**src/rtl/ps2_tank_controls_if.sv**
```systemverilog
`default_nettype none
// ============================================================================
//  Module      : ps2_tank_controls_if
//  Description : Bundle of the PS/2 line inputs and the decoded game-control
//                outputs of ps2_tank_controls.
//                  master : keyboard / consumer side. Drives ps2_clk and
//                           ps2_data, observes the decoded outputs.
//                  slave  : the decoder. Observes the PS/2 lines and drives
//                           the key levels, scan_code, scan_valid and
//                           frame_err.
//  Signals     : ps2_clk, ps2_data        asynchronous PS/2 lines
//                up1/down1/left1/right1/fire1   player 1 held keys
//                up2/down2/left2/right2/fire2   player 2 held keys
//                scan_code[7:0]           last correctly received byte
//                scan_valid               1-cycle pulse when scan_code updates
//                frame_err                1-cycle pulse on a bad/aborted frame
//  Revision    : 1.0  initial release
// ============================================================================
interface ps2_tank_controls_if;

    logic       ps2_clk;
    logic       ps2_data;

    logic       up1;
    logic       down1;
    logic       left1;
    logic       right1;
    logic       fire1;
    logic       up2;
    logic       down2;
    logic       left2;
    logic       right2;
    logic       fire2;

    logic [7:0] scan_code;
    logic       scan_valid;
    logic       frame_err;

    modport master (
        output ps2_clk,
        output ps2_data,
        input  up1,
        input  down1,
        input  left1,
        input  right1,
        input  fire1,
        input  up2,
        input  down2,
        input  left2,
        input  right2,
        input  fire2,
        input  scan_code,
        input  scan_valid,
        input  frame_err
    );

    modport slave (
        input  ps2_clk,
        input  ps2_data,
        output up1,
        output down1,
        output left1,
        output right1,
        output fire1,
        output up2,
        output down2,
        output left2,
        output right2,
        output fire2,
        output scan_code,
        output scan_valid,
        output frame_err
    );

endinterface
`default_nettype wire

```
**src/rtl/ps2_tank_controls.sv**
```systemverilog
`default_nettype none
// ============================================================================
//  Module      : ps2_tank_controls
//  Description : PS/2 keyboard front end for the tank game. Synchronizes and
//                de-glitches the PS/2 clock, receives 11-bit frames, and
//                decodes Set-2 make/break codes into held-key levels for two
//                players (W/A/S/D + Space, arrows + Enter).
//  Ports       : clk        system clock
//                reset      synchronous, active-high reset
//                bus        ps2_tank_controls_if.slave
//                             in : ps2_clk, ps2_data
//                             out: up1..fire1, up2..fire2, scan_code,
//                                  scan_valid, frame_err
//  Parameters  : FILTER_LEN     equal synchronized ps2_clk samples needed
//                               before the filtered clock changes state
//                TIMEOUT_CYCLES clk cycles without a filtered fall inside a
//                               frame before the frame is aborted
//  Revision    : 1.0  initial release
// ============================================================================
module ps2_tank_controls #(
    parameter int FILTER_LEN     = 8,
    parameter int TIMEOUT_CYCLES = 20000
) (
    input  wire logic          clk,
    input  wire logic          reset,
    ps2_tank_controls_if.slave bus
);

    // ------------------------------------------------------------------------
    // Constants
    // ------------------------------------------------------------------------
    localparam int c_FCW = (FILTER_LEN > 1) ? $clog2(FILTER_LEN) : 1;
    localparam int c_TCW = (TIMEOUT_CYCLES > 1) ? $clog2(TIMEOUT_CYCLES) : 1;

    localparam logic [c_FCW-1:0] c_FILT_LAST = c_FCW'(FILTER_LEN - 1);
    localparam logic [c_TCW-1:0] c_TMO_LAST  = c_TCW'(TIMEOUT_CYCLES - 1);

    // Bit positions of the held-key vector
    localparam logic [3:0] c_K_UP1    = 4'd0;
    localparam logic [3:0] c_K_DOWN1  = 4'd1;
    localparam logic [3:0] c_K_LEFT1  = 4'd2;
    localparam logic [3:0] c_K_RIGHT1 = 4'd3;
    localparam logic [3:0] c_K_FIRE1  = 4'd4;
    localparam logic [3:0] c_K_UP2    = 4'd5;
    localparam logic [3:0] c_K_DOWN2  = 4'd6;
    localparam logic [3:0] c_K_LEFT2  = 4'd7;
    localparam logic [3:0] c_K_RIGHT2 = 4'd8;
    localparam logic [3:0] c_K_FIRE2  = 4'd9;

    localparam logic [7:0] c_CODE_EXT = 8'hE0;
    localparam logic [7:0] c_CODE_BRK = 8'hF0;

    typedef enum logic [1:0] {
        ST_IDLE   = 2'd0,
        ST_DATA   = 2'd1,
        ST_PARITY = 2'd2,
        ST_STOP   = 2'd3
    } rx_state_t;

    // ------------------------------------------------------------------------
    // Input synchronizers
    // ------------------------------------------------------------------------
    logic clk_meta_q;
    logic clk_sync_q;
    logic dat_meta_q;
    logic dat_sync_q;

    always_ff @(posedge clk) begin
        if (reset) begin
            clk_meta_q <= 1'b1;
            clk_sync_q <= 1'b1;
            dat_meta_q <= 1'b1;
            dat_sync_q <= 1'b1;
        end else begin
            clk_meta_q <= bus.ps2_clk;
            clk_sync_q <= clk_meta_q;
            dat_meta_q <= bus.ps2_data;
            dat_sync_q <= dat_meta_q;
        end
    end

    // ------------------------------------------------------------------------
    // Clock de-glitch filter
    // The counter tracks how many consecutive samples disagreed with the
    // filtered level; since the line is one bit, disagreeing samples are all
    // equal to each other, so FILTER_LEN of them in a row flip the level. Any
    // agreeing sample restarts the count, which is what rejects short glitches.
    // ------------------------------------------------------------------------
    logic             filt_q;
    logic             filt_d;
    logic [c_FCW-1:0] filt_cnt_q;
    logic [c_FCW-1:0] filt_cnt_d;
    logic             fall_q;

    always_comb begin
        filt_d     = filt_q;
        filt_cnt_d = '0;
        if (clk_sync_q != filt_q) begin
            if (filt_cnt_q == c_FILT_LAST) begin
                filt_d = clk_sync_q;
            end else begin
                filt_cnt_d = filt_cnt_q + 1'b1;
            end
        end
    end

    always_ff @(posedge clk) begin
        if (reset) begin
            filt_q     <= 1'b1;
            filt_cnt_q <= '0;
            fall_q     <= 1'b0;
        end else begin
            filt_q     <= filt_d;
            filt_cnt_q <= filt_cnt_d;
            // One-cycle strobe on the filtered 1 -> 0 transition
            fall_q     <= filt_q & ~filt_d;
        end
    end

    // ------------------------------------------------------------------------
    // Frame receiver
    // Data bits arrive LSB first and are shifted in from the top, so after
    // eight strobes the first bit sits in bit 0.
    // ------------------------------------------------------------------------
    rx_state_t        state_q;
    logic [2:0]       bit_cnt_q;
    logic [7:0]       shift_q;
    logic             par_q;
    logic [c_TCW-1:0] tmo_q;
    logic [7:0]       scan_code_q;
    logic             scan_valid_q;
    logic             frame_err_q;

    always_ff @(posedge clk) begin
        if (reset) begin
            state_q      <= ST_IDLE;
            bit_cnt_q    <= 3'd0;
            shift_q      <= 8'h00;
            par_q        <= 1'b0;
            tmo_q        <= '0;
            scan_code_q  <= 8'h00;
            scan_valid_q <= 1'b0;
            frame_err_q  <= 1'b0;
        end else begin
            scan_valid_q <= 1'b0;
            frame_err_q  <= 1'b0;

            if (state_q == ST_IDLE) begin
                tmo_q <= '0;
                // A high level on a fall while idle is the tail of a frame we
                // never saw the start of; ignore it silently.
                if (fall_q && !dat_sync_q) begin
                    state_q   <= ST_DATA;
                    bit_cnt_q <= 3'd0;
                end
            end else if (fall_q) begin
                tmo_q <= '0;
                case (state_q)
                    ST_DATA: begin
                        shift_q   <= {dat_sync_q, shift_q[7:1]};
                        bit_cnt_q <= bit_cnt_q + 3'd1;
                        if (bit_cnt_q == 3'd7) begin
                            state_q <= ST_PARITY;
                        end
                    end
                    ST_PARITY: begin
                        par_q   <= dat_sync_q;
                        state_q <= ST_STOP;
                    end
                    default: begin
                        // Stop bit must be high and the nine data+parity bits
                        // must contain an odd number of ones.
                        if (dat_sync_q && (^{shift_q, par_q})) begin
                            scan_code_q  <= shift_q;
                            scan_valid_q <= 1'b1;
                        end else begin
                            frame_err_q  <= 1'b1;
                        end
                        state_q <= ST_IDLE;
                    end
                endcase
            end else if (tmo_q == c_TMO_LAST) begin
                // Keyboard went quiet mid-frame: drop the partial byte
                tmo_q       <= '0;
                frame_err_q <= 1'b1;
                state_q     <= ST_IDLE;
            end else begin
                tmo_q <= tmo_q + 1'b1;
            end
        end
    end

    // ------------------------------------------------------------------------
    // Key map lookup
    // Player 1 letters are only valid without the E0 prefix; arrows are only
    // valid with it (plain codes come from the numeric keypad). Enter is
    // accepted both as main-block (5A) and keypad (E0 5A).
    // ------------------------------------------------------------------------
    logic       ext_q;
    logic       brk_q;
    logic [9:0] keys_q;
    logic       w_hit;
    logic [3:0] w_idx;

    always_comb begin
        w_hit = 1'b0;
        w_idx = 4'd0;
        case (scan_code_q)
            8'h1D: begin w_hit = ~ext_q; w_idx = c_K_UP1;    end
            8'h1B: begin w_hit = ~ext_q; w_idx = c_K_DOWN1;  end
            8'h1C: begin w_hit = ~ext_q; w_idx = c_K_LEFT1;  end
            8'h23: begin w_hit = ~ext_q; w_idx = c_K_RIGHT1; end
            8'h29: begin w_hit = ~ext_q; w_idx = c_K_FIRE1;  end
            8'h75: begin w_hit =  ext_q; w_idx = c_K_UP2;    end
            8'h72: begin w_hit =  ext_q; w_idx = c_K_DOWN2;  end
            8'h6B: begin w_hit =  ext_q; w_idx = c_K_LEFT2;  end
            8'h74: begin w_hit =  ext_q; w_idx = c_K_RIGHT2; end
            8'h5A: begin w_hit = 1'b1;   w_idx = c_K_FIRE2;  end
            default: begin
                w_hit = 1'b0;
                w_idx = 4'd0;
            end
        endcase
    end

    // ------------------------------------------------------------------------
    // Make/break decoder
    // Prefix flags persist across frame errors and are consumed only by the
    // next good non-prefix byte, mapped or not.
    // ------------------------------------------------------------------------
    always_ff @(posedge clk) begin
        if (reset) begin
            ext_q  <= 1'b0;
            brk_q  <= 1'b0;
            keys_q <= 10'b0;
        end else if (scan_valid_q) begin
            if (scan_code_q == c_CODE_EXT) begin
                ext_q <= 1'b1;
            end else if (scan_code_q == c_CODE_BRK) begin
                brk_q <= 1'b1;
            end else begin
                if (w_hit) begin
                    keys_q[w_idx] <= ~brk_q;
                end
                ext_q <= 1'b0;
                brk_q <= 1'b0;
            end
        end
    end

    // ------------------------------------------------------------------------
    // Outputs
    // ------------------------------------------------------------------------
    assign bus.up1        = keys_q[c_K_UP1];
    assign bus.down1      = keys_q[c_K_DOWN1];
    assign bus.left1      = keys_q[c_K_LEFT1];
    assign bus.right1     = keys_q[c_K_RIGHT1];
    assign bus.fire1      = keys_q[c_K_FIRE1];
    assign bus.up2        = keys_q[c_K_UP2];
    assign bus.down2      = keys_q[c_K_DOWN2];
    assign bus.left2      = keys_q[c_K_LEFT2];
    assign bus.right2     = keys_q[c_K_RIGHT2];
    assign bus.fire2      = keys_q[c_K_FIRE2];
    assign bus.scan_code  = scan_code_q;
    assign bus.scan_valid = scan_valid_q;
    assign bus.frame_err  = frame_err_q;

endmodule
`default_nettype wire

```
**src/flat_wrapper.sv**
```systemverilog
// flat-port wrapper written by rule: the top's interface ports become plain ports
module ps2_tank_controls_flat 
#(
    parameter int FILTER_LEN     = 8,
    parameter int TIMEOUT_CYCLES = 20000
)
  (clk, reset, bus_ps2_clk, bus_ps2_data, bus_up1, bus_down1, bus_left1, bus_right1, bus_fire1, bus_up2, bus_down2, bus_left2, bus_right2, bus_fire2, bus_scan_code, bus_scan_valid, bus_frame_err);
  ps2_tank_controls_if bus_i ();
  input  wire logic clk;
  input  wire logic reset;
  input wire logic [$bits(bus_i.ps2_clk)-1:0] bus_ps2_clk;
  input wire logic [$bits(bus_i.ps2_data)-1:0] bus_ps2_data;
  output wire logic [$bits(bus_i.up1)-1:0] bus_up1;
  output wire logic [$bits(bus_i.down1)-1:0] bus_down1;
  output wire logic [$bits(bus_i.left1)-1:0] bus_left1;
  output wire logic [$bits(bus_i.right1)-1:0] bus_right1;
  output wire logic [$bits(bus_i.fire1)-1:0] bus_fire1;
  output wire logic [$bits(bus_i.up2)-1:0] bus_up2;
  output wire logic [$bits(bus_i.down2)-1:0] bus_down2;
  output wire logic [$bits(bus_i.left2)-1:0] bus_left2;
  output wire logic [$bits(bus_i.right2)-1:0] bus_right2;
  output wire logic [$bits(bus_i.fire2)-1:0] bus_fire2;
  output wire logic [$bits(bus_i.scan_code)-1:0] bus_scan_code;
  output wire logic [$bits(bus_i.scan_valid)-1:0] bus_scan_valid;
  output wire logic [$bits(bus_i.frame_err)-1:0] bus_frame_err;
  assign bus_i.ps2_clk = bus_ps2_clk;
  assign bus_i.ps2_data = bus_ps2_data;
  assign bus_up1 = bus_i.up1;
  assign bus_down1 = bus_i.down1;
  assign bus_left1 = bus_i.left1;
  assign bus_right1 = bus_i.right1;
  assign bus_fire1 = bus_i.fire1;
  assign bus_up2 = bus_i.up2;
  assign bus_down2 = bus_i.down2;
  assign bus_left2 = bus_i.left2;
  assign bus_right2 = bus_i.right2;
  assign bus_fire2 = bus_i.fire2;
  assign bus_scan_code = bus_i.scan_code;
  assign bus_scan_valid = bus_i.scan_valid;
  assign bus_frame_err = bus_i.frame_err;
  ps2_tank_controls #(.FILTER_LEN(FILTER_LEN), .TIMEOUT_CYCLES(TIMEOUT_CYCLES)) u_core (.clk(clk), .reset(reset), .bus(bus_i));
endmodule
```
**config.mk**
```make
export PLATFORM = sky130hd
export DESIGN_NAME = ps2_tank_controls_flat
export DESIGN_NICKNAME = d
export VERILOG_FILES = /design/src/rtl/ps2_tank_controls_if.sv /design/src/rtl/ps2_tank_controls.sv /design/src/flat_wrapper.sv
export SDC_FILE = /design/constraint.sdc
export NUM_CORES = 1
export LEC_CHECK = 0
export ABC_AREA = 1
export CAP_MARGIN = 20
export CORE_MARGIN = 2
export CORE_UTILIZATION = 50
export CTS_CLUSTER_DIAMETER = 50
export DETAILED_ROUTE_END_ITERATION = 8
export PLACE_DENSITY_LB_ADDON = 0.2
export SYNTH_ARGS = -nofsm -noshare
export SYNTH_HDL_FRONTEND = slang
export SYNTH_SLANG_ARGS = --single-unit
```
**constraint.sdc**
```tcl
create_clock -name clk -period 3.85 [get_ports clk]
set_input_delay 0.385 -clock clk [delete_from_list [all_inputs] [get_ports clk]]
set_output_delay 0.385 -clock clk [all_outputs]
set_load 0.005 [all_outputs]
```
==> flow_metrics.py <==
metrics = {
    "yosys": {
        "yosysTopAreaCell": "dfxtp_1",
        "synth_top_family_by_area": "simple AND/OR/NAND/NOR gates",
        "synthTopCellsByCount": "67 x nor2_1, 60 x dfxtp_1, 60 x nand2_1",
        "ys_warn_count": 0,
        "synth_edf_count": 0,
        "yosys.area_share.simple": 0.329,
        "synthAdderAreaFrac": 0.0435,
        "syn-num-nets": 402,
        "synthCells": 388,
        "synthMuxAreaShare": 0,
        "synth_compound_area_frac": 0.112,
        "synth.most_common_cell": "nor2_1",
        "synth_top_area_frac": 0.418,
        "synth-xor-area-share": 0.0274,
        "synth_ff_type": "dfxtp_1",
        "synth.area.top_cells": "dfxtp_1 42%, nor2_1 8.7%, nand2_1 7.8%, inv_1 4.8%, a21oi_1 4.7%",
        "avgSynthCellArea_sq_um": 7.41,
        "ys_ff_latch": 60,
        "synth-seq-area-share": 0.418,
        "syn_area_sq_um": 2880,
        "synthArstFlopShare": 0,
        "synth_cell_type_count": 38,
    },
    "setup_path": {
        "critical_path_class": "register to primary output",
        "crit_cells": 1,
        "timing.reg2reg.worst_path_depth": 9,
        "cp_top_family": "flip-flops",
        "cp_num_buf_inv": 1,
        "crit_fanout": 23,
        "crit_required_ns": 3.46,
        "crit_chain": "clkdlybuf4s50_1",
        "slowest_stage": "dfxtp_1",
        "cp_slowest_stage_delay_ns": 0.82,
        "worstPathArrival_ns": 1.79,
        "endpoint_kind": "primary output",
        "start_kind": "register",
    },
    "detailed_routing": {
        "wl_per_cell_um": 11.2,
        "drtAntennaViolNets": 0,
        "drc_errors": 0,
        "routed_via_density": 5.04,
        "drt_iter0_drc": 130,
        "routed_wl_mm": 5.50,
        "first_pass_iters": 4,
        "vias": 2483,
    },
    "power": {
        "pwr-share-seq": 0.480,
        "p_int_w": 0.00103,
        "clock_power_share": 0.463,
        "powerDensity_nw_per_um2": 389,
        "comb_power_share": 0.056,
        "power_switching_w": 0.000287,
        "p_leak_nw": 1.35,
        "p_sw_frac": 0.218,
        "ir_drop_v": 0.000262,
    },
    "die": {
        "num_rows": 27,
        "fp.dieArea_sq_um": 6380,
        "start_util": 0.519,
        "ioPinCount": 24,
        "chipWidth_um": 79.9,
        "core_area_sq_um": 5540,
        "fp.dieH_um": 79.9,
    },
    "layout": {
        "nFillCells": 501,
        "diodes": 0,
        "regArea_sq_um": 1200,
        "fin_area_sq_um": 3380,
        "fin_util": 0.611,
        "areaGrowthSynthToFinish_pct": 17.7,
        "multi_input_area_sq_um": 1470,
        "nets": 430,
        "drive_gt1_frac": 0.119,
    },
    "placed_design": {
        "dpl.hpwl_mm": 3.91,
        "port_buffers": 23,
        "place_ws_ns": 1.51,
        "placed_area_sq_um": 3170,
        "gp_congestion": 0.857,
    },
    "clocking": {
        "clock_path_buffers": 2,
        "cts_tree": "yes",
        "clkSinkCount": 60,
        "cts_buffers": 9,
        "cts_resized": 0,
        "post_cts_buffers": 0,
        "clkLatencyLatePin_ns": 0.33,
        "cts_root_buf": "clkbuf_8",
        "h-tree-depth": 3,
        "clk_pin_slew_worst_paths_ns": 0.07,
        "hold_buffers": 0,
    },
    "run": {
        "maxCapViolCount": 0,
    },
    "timing": {
        "max_freq_ghz": 0.460,
        "finClkSkew_ns": 0.00885,
        "tightest_slew_ns": 0.771,
        "drv_slew": 0,
        "min_period_ns": 2.18,
        "holdWs_ns": 0.409,
        "fin_ws_ns": 1.67,
        "post-route-period-util": 0.565,
        "final-hold-violation-count": 0,
        "fin_setup_tns_ns": 0,
        "maxSlewHeadroom": 0.485,
        "grt_setup_unrepaired": "false",
        "final-setup-viol-count": 0,
    },
    "worst_hold_path": {
        "holdPathStages": 1,
        "hp-class": "register to register",
    },
    "global_route": {
        "grt_first_pass_wirelength_mm": 9.72,
        "antenna_found_initial": 0,
        "overflow": 0,
        "grt_pass1_vias": 2243,
        "grt_use_total": 0.194,
        "grt_max_degree": 24,
    },
    "run_status": {
        "status": "completed",
    },
}
cells by family after synthesis:
logic type | count (synthesis)
simple gates | 200
compound gates | 58
flops | 60
xor+xnor | 9
buf+inv | 51
fa+ha+maj | 10
registers in the layout (all words and copies together), names as in the netlist, 2 cells and up:
register and count:
u_core.filt_cnt_q 3, u_core.bit_cnt_q 3, u_core.bus.scan_code 8, u_core.shift_q 8
u_core.keys_q 10, u_core.state_q 2, u_core.tmo_q 15
cell usage in the layout (no fill, tap or decap), drive strengths merged, types with 4 or more instances in the layout:
cell type,n
clkinv,6
nand3,25
nor3,5
clkdlybuf4s50,23
nand4,14
nor2,72
a21oi,28
clkbuf,11
dfxtp,60
o21ai,23
nand2,71
or2,4
xor2,4
nor4,4
ha,10
xnor2,5
inv,41
path summary, 6_finish.rpt:
| kind | slack (ns) | to | from |
|---|---|---|---|
| max | 1.67 | bus_scan_valid | u_core.bus.scan_valid |
| max reg2reg | 2.04 | u_core.state_q[1] | u_core.tmo_q[0] |
| min reg2reg | 0.41 | u_core.clk_sync_q | u_core.clk_meta_q |
| min | 0.41 | u_core.clk_sync_q | u_core.clk_meta_q |
metal layers:
| layer | track usage | share of wire |
|---|---|---|
| met1 | 0.241 | 0.49 |
| met2 | 0.315 | 0.46 |
| met3 | 0.0419 | 0.033 |
| met4 | 0.105 | 0.018 |
| met5 | 0 | 0 |
power by group through the flow:
stage | logic, W | clock network [W] | registers (W)
final | 0.0000744 | 0.000610 | 0.000633
after global routing | 0.0000847 | 0.000653 | 0.000633
after CTS | 0.0000737 | 0.000625 | 0.000633
after detailed placement | 0.0000703 | 0 | 0.000647
after global placement | 0.0000688 | 0 | 0.000646
after floorplan | 0.0000542 | 0 | 0.000645
stage by stage:
stage / power (W) / cells
after detailed placement: 0.000717 / 477
after CTS: 0.00133 / 493
after floorplan: 0.000700 / 388
final: 0.00132 / 493
after global placement: 0.000715 / 477
after global routing: 0.00137 / 493
final cells by class:
type | count | area share
repair buffers | 24 | 0.0702
multi-input cells | 277 | 0.435
well taps | 72 | 0.0266
clock inverters | 5 | 0.0222
flip-flops and latches | 60 | 0.355
clock buffers | 11 | 0.0418
inverters | 44 | 0.0492
Note: power is estimated with default switching activity, not from simulation.
